==> src/rtl/conv_layer_scheduler.sv <==
`default_nettype none
// ============================================================================
//  Module   : conv_layer_scheduler
//  Purpose  : Runs one conv2d engine over NUM_LAYERS back-to-back layers.
//             For each layer it drives the engine start/done handshake and
//             supplies the weight/bias base offsets. It also flips the
//             ping-pong activation bank between layers. A watchdog and an
//             abort path return the block to IDLE without an all_done pulse.
//  Revision : 1.0 - initial release
// ----------------------------------------------------------------------------
//  Ports
//    clk          in   clock
//    rst          in   synchronous active-high reset
//    run          in   single-cycle run request (accepted only in IDLE)
//    abort        in   level, cancels an active run
//    busy         out  high in every state except IDLE
//    all_done     out  one-cycle pulse when the last layer completes
//    error        out  sticky watchdog flag, cleared by rst or accepted run
//    cur_layer    out  index of layer being processed
//    buf_sel      out  activation bank the engine reads (writes !buf_sel)
//    weight_base  out  cur_layer * WEIGHT_STRIDE
//    bias_base    out  cur_layer * BIAS_STRIDE
//    conv_start   out  engine start, level held until done
//    conv_done    in   engine done, level held while start is high
//    run_cycles   out  busy-cycle count of the latest run
//                      (only when CONV_SCHED_PERF_EN is defined)
//  Optional build macro: CONV_SCHED_PERF_EN
// ============================================================================
module conv_layer_scheduler #(
    parameter int NUM_LAYERS     = 4,
    parameter int LAYER_W        = 4,
    parameter int ADDR_WIDTH     = 16,
    parameter int WEIGHT_STRIDE  = 8,
    parameter int BIAS_STRIDE    = 1,
    parameter int TIMEOUT_CYCLES = 1024,
    parameter int TO_W           = 16
) (
    input  logic                  clk,
    input  logic                  rst,
    input  logic                  run,
    input  logic                  abort,
    output logic                  busy,
    output logic                  all_done,
    output logic                  error,
    output logic [LAYER_W-1:0]    cur_layer,
    output logic                  buf_sel,
    output logic [ADDR_WIDTH-1:0] weight_base,
    output logic [ADDR_WIDTH-1:0] bias_base,
    output logic                  conv_start,
    input  logic                  conv_done
`ifdef CONV_SCHED_PERF_EN
    ,
    output logic [31:0]           run_cycles
`endif
);

    typedef enum logic [2:0] {
        S_IDLE    = 3'd0,
        S_LAUNCH  = 3'd1,
        S_WAIT    = 3'd2,
        S_RELEASE = 3'd3,
        S_ADVANCE = 3'd4,
        S_DRAIN   = 3'd5
    } state_t;

    localparam logic [LAYER_W-1:0] c_last_layer = LAYER_W'(NUM_LAYERS - 1);
    localparam logic [TO_W-1:0]    c_wd_limit   = TO_W'(TIMEOUT_CYCLES - 1);
    localparam logic [TO_W-1:0]    c_wd_max     = '1;

    state_t                  r_state;
    state_t                  w_state_nxt;
    logic                    r_busy;
    logic                    r_all_done;
    logic                    r_error;
    logic [LAYER_W-1:0]      r_layer;
    logic                    r_buf_sel;
    logic [ADDR_WIDTH-1:0]   r_weight_base;
    logic [ADDR_WIDTH-1:0]   r_bias_base;
    logic                    r_conv_start;
    logic [TO_W-1:0]         r_wd;

    logic                    w_all_done_nxt;
    logic                    w_error_nxt;
    logic [LAYER_W-1:0]      w_layer_nxt;
    logic                    w_buf_sel_nxt;
    logic                    w_start_nxt;
    logic [TO_W-1:0]         w_wd_nxt;
    logic                    w_run_accept;
    logic                    w_abortable;

    // Abort only has effect while the engine may be running or about to run;
    // IDLE ignores it and DRAIN is already heading home.
    assign w_abortable = (r_state == S_LAUNCH) || (r_state == S_WAIT) ||
                         (r_state == S_RELEASE) || (r_state == S_ADVANCE);

    always_comb begin
        w_state_nxt    = r_state;
        w_all_done_nxt = 1'b0;
        w_error_nxt    = r_error;
        w_layer_nxt    = r_layer;
        w_buf_sel_nxt  = r_buf_sel;
        w_start_nxt    = r_conv_start;
        w_wd_nxt       = r_wd;
        w_run_accept   = 1'b0;

        if (w_abortable && abort) begin
            // Abort outranks done and timeout; error is left untouched.
            w_start_nxt = 1'b0;
            w_state_nxt = S_DRAIN;
            if (r_state == S_LAUNCH) begin
                w_wd_nxt = '0;
            end
        end else begin
            case (r_state)
                S_IDLE: begin
                    if (run) begin
                        w_run_accept  = 1'b1;
                        w_layer_nxt   = '0;
                        w_buf_sel_nxt = 1'b0;
                        w_error_nxt   = 1'b0;
                        w_state_nxt   = S_LAUNCH;
                    end
                end
                S_LAUNCH: begin
                    w_start_nxt = 1'b1;
                    w_wd_nxt    = '0;
                    w_state_nxt = S_WAIT;
                end
                S_WAIT: begin
                    if (conv_done) begin
                        w_start_nxt = 1'b0;
                        w_state_nxt = S_RELEASE;
                    end else if (r_wd == c_wd_limit) begin
                        w_start_nxt = 1'b0;
                        w_error_nxt = 1'b1;
                        w_state_nxt = S_DRAIN;
                    end else if (r_wd != c_wd_max) begin
                        w_wd_nxt = r_wd + TO_W'(1);
                    end
                end
                S_RELEASE: begin
                    // Engine must drop done before the next start can be issued.
                    if (!conv_done) begin
                        w_state_nxt = S_ADVANCE;
                    end
                end
                S_ADVANCE: begin
                    if (r_layer == c_last_layer) begin
                        w_all_done_nxt = 1'b1;
                        w_state_nxt    = S_IDLE;
                    end else begin
                        w_layer_nxt   = r_layer + LAYER_W'(1);
                        w_buf_sel_nxt = ~r_buf_sel;
                        w_state_nxt   = S_LAUNCH;
                    end
                end
                S_DRAIN: begin
                    if (!conv_done) begin
                        w_state_nxt = S_IDLE;
                    end
                end
                default: begin
                    w_start_nxt = 1'b0;
                    w_state_nxt = S_IDLE;
                end
            endcase
        end
    end

    always_ff @(posedge clk) begin
        if (rst) begin
            r_state       <= S_IDLE;
            r_busy        <= 1'b0;
            r_all_done    <= 1'b0;
            r_error       <= 1'b0;
            r_layer       <= '0;
            r_buf_sel     <= 1'b0;
            r_weight_base <= '0;
            r_bias_base   <= '0;
            r_conv_start  <= 1'b0;
            r_wd          <= '0;
        end else begin
            r_state       <= w_state_nxt;
            r_busy        <= (w_state_nxt != S_IDLE);
            r_all_done    <= w_all_done_nxt;
            r_error       <= w_error_nxt;
            r_layer       <= w_layer_nxt;
            r_buf_sel     <= w_buf_sel_nxt;
            // Offsets are derived from the next layer index so they change
            // on the same edge as cur_layer.
            r_weight_base <= ADDR_WIDTH'(w_layer_nxt) * ADDR_WIDTH'(WEIGHT_STRIDE);
            r_bias_base   <= ADDR_WIDTH'(w_layer_nxt) * ADDR_WIDTH'(BIAS_STRIDE);
            r_conv_start  <= w_start_nxt;
            r_wd          <= w_wd_nxt;
        end
    end

    assign busy        = r_busy;
    assign all_done    = r_all_done;
    assign error       = r_error;
    assign cur_layer   = r_layer;
    assign buf_sel     = r_buf_sel;
    assign weight_base = r_weight_base;
    assign bias_base   = r_bias_base;
    assign conv_start  = r_conv_start;

`ifdef CONV_SCHED_PERF_EN
    logic [31:0] r_run_cycles;

    // Counts every cycle busy is high; stops by itself once busy falls and
    // keeps the total until the next accepted run.
    always_ff @(posedge clk) begin
        if (rst) begin
            r_run_cycles <= '0;
        end else if (w_run_accept) begin
            r_run_cycles <= '0;
        end else if (r_busy) begin
            r_run_cycles <= r_run_cycles + 32'd1;
        end
    end

    assign run_cycles = r_run_cycles;
`endif

endmodule

`default_nettype wire

==> config.mk <==
export PLATFORM = sky130hd
export DESIGN_NAME = conv_layer_scheduler
export DESIGN_NICKNAME = d
export VERILOG_FILES = /design/src/rtl/conv_layer_scheduler.sv
export SDC_FILE = /design/constraint.sdc
export NUM_CORES = 1
export LEC_CHECK = 0
export ABC_CLOCK_PERIOD_IN_PS = 2450
export CAP_MARGIN = 20
export CORE_MARGIN = 10
export CORE_UTILIZATION = 49
export CTS_CLUSTER_DIAMETER = 60
export DETAILED_ROUTE_END_ITERATION = 10
export PLACE_DENSITY_LB_ADDON = 0.08
export SLEW_MARGIN = 15
export SYNTH_ARGS = -nofsm -noshare
export SYNTH_HDL_FRONTEND = slang
export SYNTH_SLANG_ARGS = --single-unit
==> constraint.sdc <==
create_clock -name clk -period 2.45 [get_ports clk]
set_input_delay 0.245 -clock clk [delete_from_list [all_inputs] [get_ports clk]]
set_output_delay 0.245 -clock clk [all_outputs]
set_load 0.03 [all_outputs]
==> metrics.cfg <==
[grt]
track_usage_pct=12.2
grt_use_met3_pct=2.21
grt_overflow_total=0
use_met2_pct=21.4
grt_pass1_wl_mm=6.68
grt_busiest_layer=met2
grt_max_degree=18
antenna_found_initial=0
grt_pass1_vias=1437
gr-usage-met1_pct=14.9

[worst_setup_path]
reg2reg_from=r_wd[13]
worstPathArrival_ns=2.24
r2r_end=r_wd[2]
required_ns=2.61
critical_path_class=reg2reg
regToRegSetupSlack_ns=0.36
worst_setup_path_end_kind=flip-flop
r2r_cells=5
cp-start-kind=flip-flop
crit_fanout=5

[worst_hold_path]
hold_path_depth=2
holdPathEnd=error
hold_class=reg2reg
worstHoldStart=error

[sta]
min_period_over_period_pct=85.1
finalSetupViolCount=0
final.setup.tns_ns=0
maxSlewViolCount=0
rsz0062_at_grt=no
worstMarginPinSlew_ns=0.506
slew-limit-headroom_pct=65.9
final-hold-violation-count=0
min_period_ns=2.09
skew_ns=0.00790
max_freq_ghz=0.480

[layout]
drive_gt1_share_pct=8.70
fillers=350
n_antenna_cell=0
nets=238
design_area_mm2=0.00200
syn2layout_area_growth_pct=9.16
fin_util_pct=55.0

[clock_network]
cts_setup_buffers=0
htreeDepth=1
clockRootBuffer=clkbuf_8
clock_sink_count=28
clk_latency_ns=0.27
cts-buffers-inserted=3
hold_buffers=0
clk_path_buf_depth=2
post_cts_resized=0
path_clk_slew_ns=0.10
cts_tree=yes

[synth]
yosys.area.top_type=dfxtp_1
synth_top_cell_area_share_pct=30.6
ys.flop_type=dfxtp_1
synth.distinct_cells=52
synth-edff-count=0
syn-cell-area_mm2=0.00183
synthCells=219
yosys_warnings=0
synth_common_cells=buf_4 (32), dfxtp_1 (28), nor2_1 (18), a21oi_1 (11)
synth_most_common_cell=buf_4
ys_ff_latch=28
synth_seq_area_share_pct=30.6
synthArstFlopShare_pct=0
syn_area_per_cell_um2=8.36
yosys-top-cells-area=dfxtp_1 (31%), buf_4 (13%), nor2_1 (3.7%)

[route]
post-route-drc-count=0
drt_iter0_drc=122
drtPass1Iterations=4
routedWlPerCell_um=14.3
antenna_left=0
routed_via_density=5.46
wl_mm=3.97
vias=1518

[placement]
placed_cell_area_mm2=0.00194
dp_hpwl_mm=3.12
place_congestion=0.859
io_buffers=21

[die]
start_util_pct=50.4
core_area_mm2=0.00363
fp.dieArea_mm2=0.00658
row_count=22
die_y_um=81.1
fp.dieW_um=81.1
num_io_pins=46

[pwr]
leakagePower_nw=0.747
cellPowerDensity_mw_per_mm2=543
ir_drop_v=0.000247

[outcome]
status=complete, no violations

[flow_run]
max_cap_viol_count=0

-- metal layers --
metal	vias to the layer above	wire [um]
li1	752	-
met2	52	1940
met5	-	0
met3	4	290
met1	710	1700
met4	0	36
-- kinds of logic after synthesis --
kind of cell             Yosys count  synth area share, %
other                              1                0.205
AND/OR/NAND/NOR                   83                 25.9
flip-flops                        28                 30.6
adder cells (fa/ha/maj)            2                 1.37
XOR/XNOR                          10                 4.78
buffers and inverters             49                 16.6
multiplexers                       4                 2.19
AO/OA/AOI/OAI                     42                 18.3
-- cell type report --
cell class	count	area (um^2)	share of cell area [%]
repair buffers	25	240	12.0
well taps	48	60.1	3.01
flip-flops and latches	28	561	28.1
multi-input cells	165	1050	52.7
clock buffers	4	55.1	2.76
inverters	8	30.0	1.50
-- per-stage QoR --
step           std cells  total power [mW]  setup slack, ns  hold WS, ns
2_1_floorplan        242             0.768            0.517        0.464
3_3_place_gp         274             0.808            0.271        0.430
3_5_place_dp         274             0.811            0.219        0.446
4_1_cts              278              1.10            0.373        0.461
5_1_grt              278              1.15            0.217        0.481
6_report             278              1.09            0.365        0.451
-- state kept, by name (all words and copies together) (netlist names) --
name,flops
r_wd,16
bias_base,4
r_state,3
all_done,1
buf_sel,1
busy,1
conv_start,1
error,1
-- cell usage in the layout (no fill, tap or decap), types with 4 or more instances in the layout --
cell type and count:
mux2i_1 4, inv_1 8, nand2_1 9, nor2_1 18, conb_1 24, clkbuf_8 4
dfxtp_1 28, nand2b_1 5, clkdlybuf4s50_1 21, a21oi_1 11, nor3_1 8, xor2_1 4
xnor2_1 6, nand3_1 9, or3_1 6, buf_4 4
-- how the worst max path moves through the flow --
stage,startpoint,end,slack [ns]
after floorplan,r_wd[13],busy,0.52
after CTS,r_wd[13],r_wd[2],0.37
final,r_wd[13],r_wd[2],0.36
after global routing,r_state[0],r_wd[14],0.22
after global placement,abort,r_wd[13],0.27
after detailed placement,abort,r_wd[13],0.22
-- worst max-delay path, cell delays in order (launching register included) --
cell and delay [ns]:
dfxtp_1 0.36, or4_4 0.57, o32a_2 0.38, o311ai_2 0.44, xor2_1 0.18, nor2_1 0.05
-- power breakdown --
group	internal [mW]	total, mW	switching (mW)
clock	0.144	0.283	0.139
combinational	0.103	0.288	0.184
sequential	0.477	0.515	0.0388
total	0.724	1.09	0.362
No activity file was read; power rests on OpenSTA's default activity.
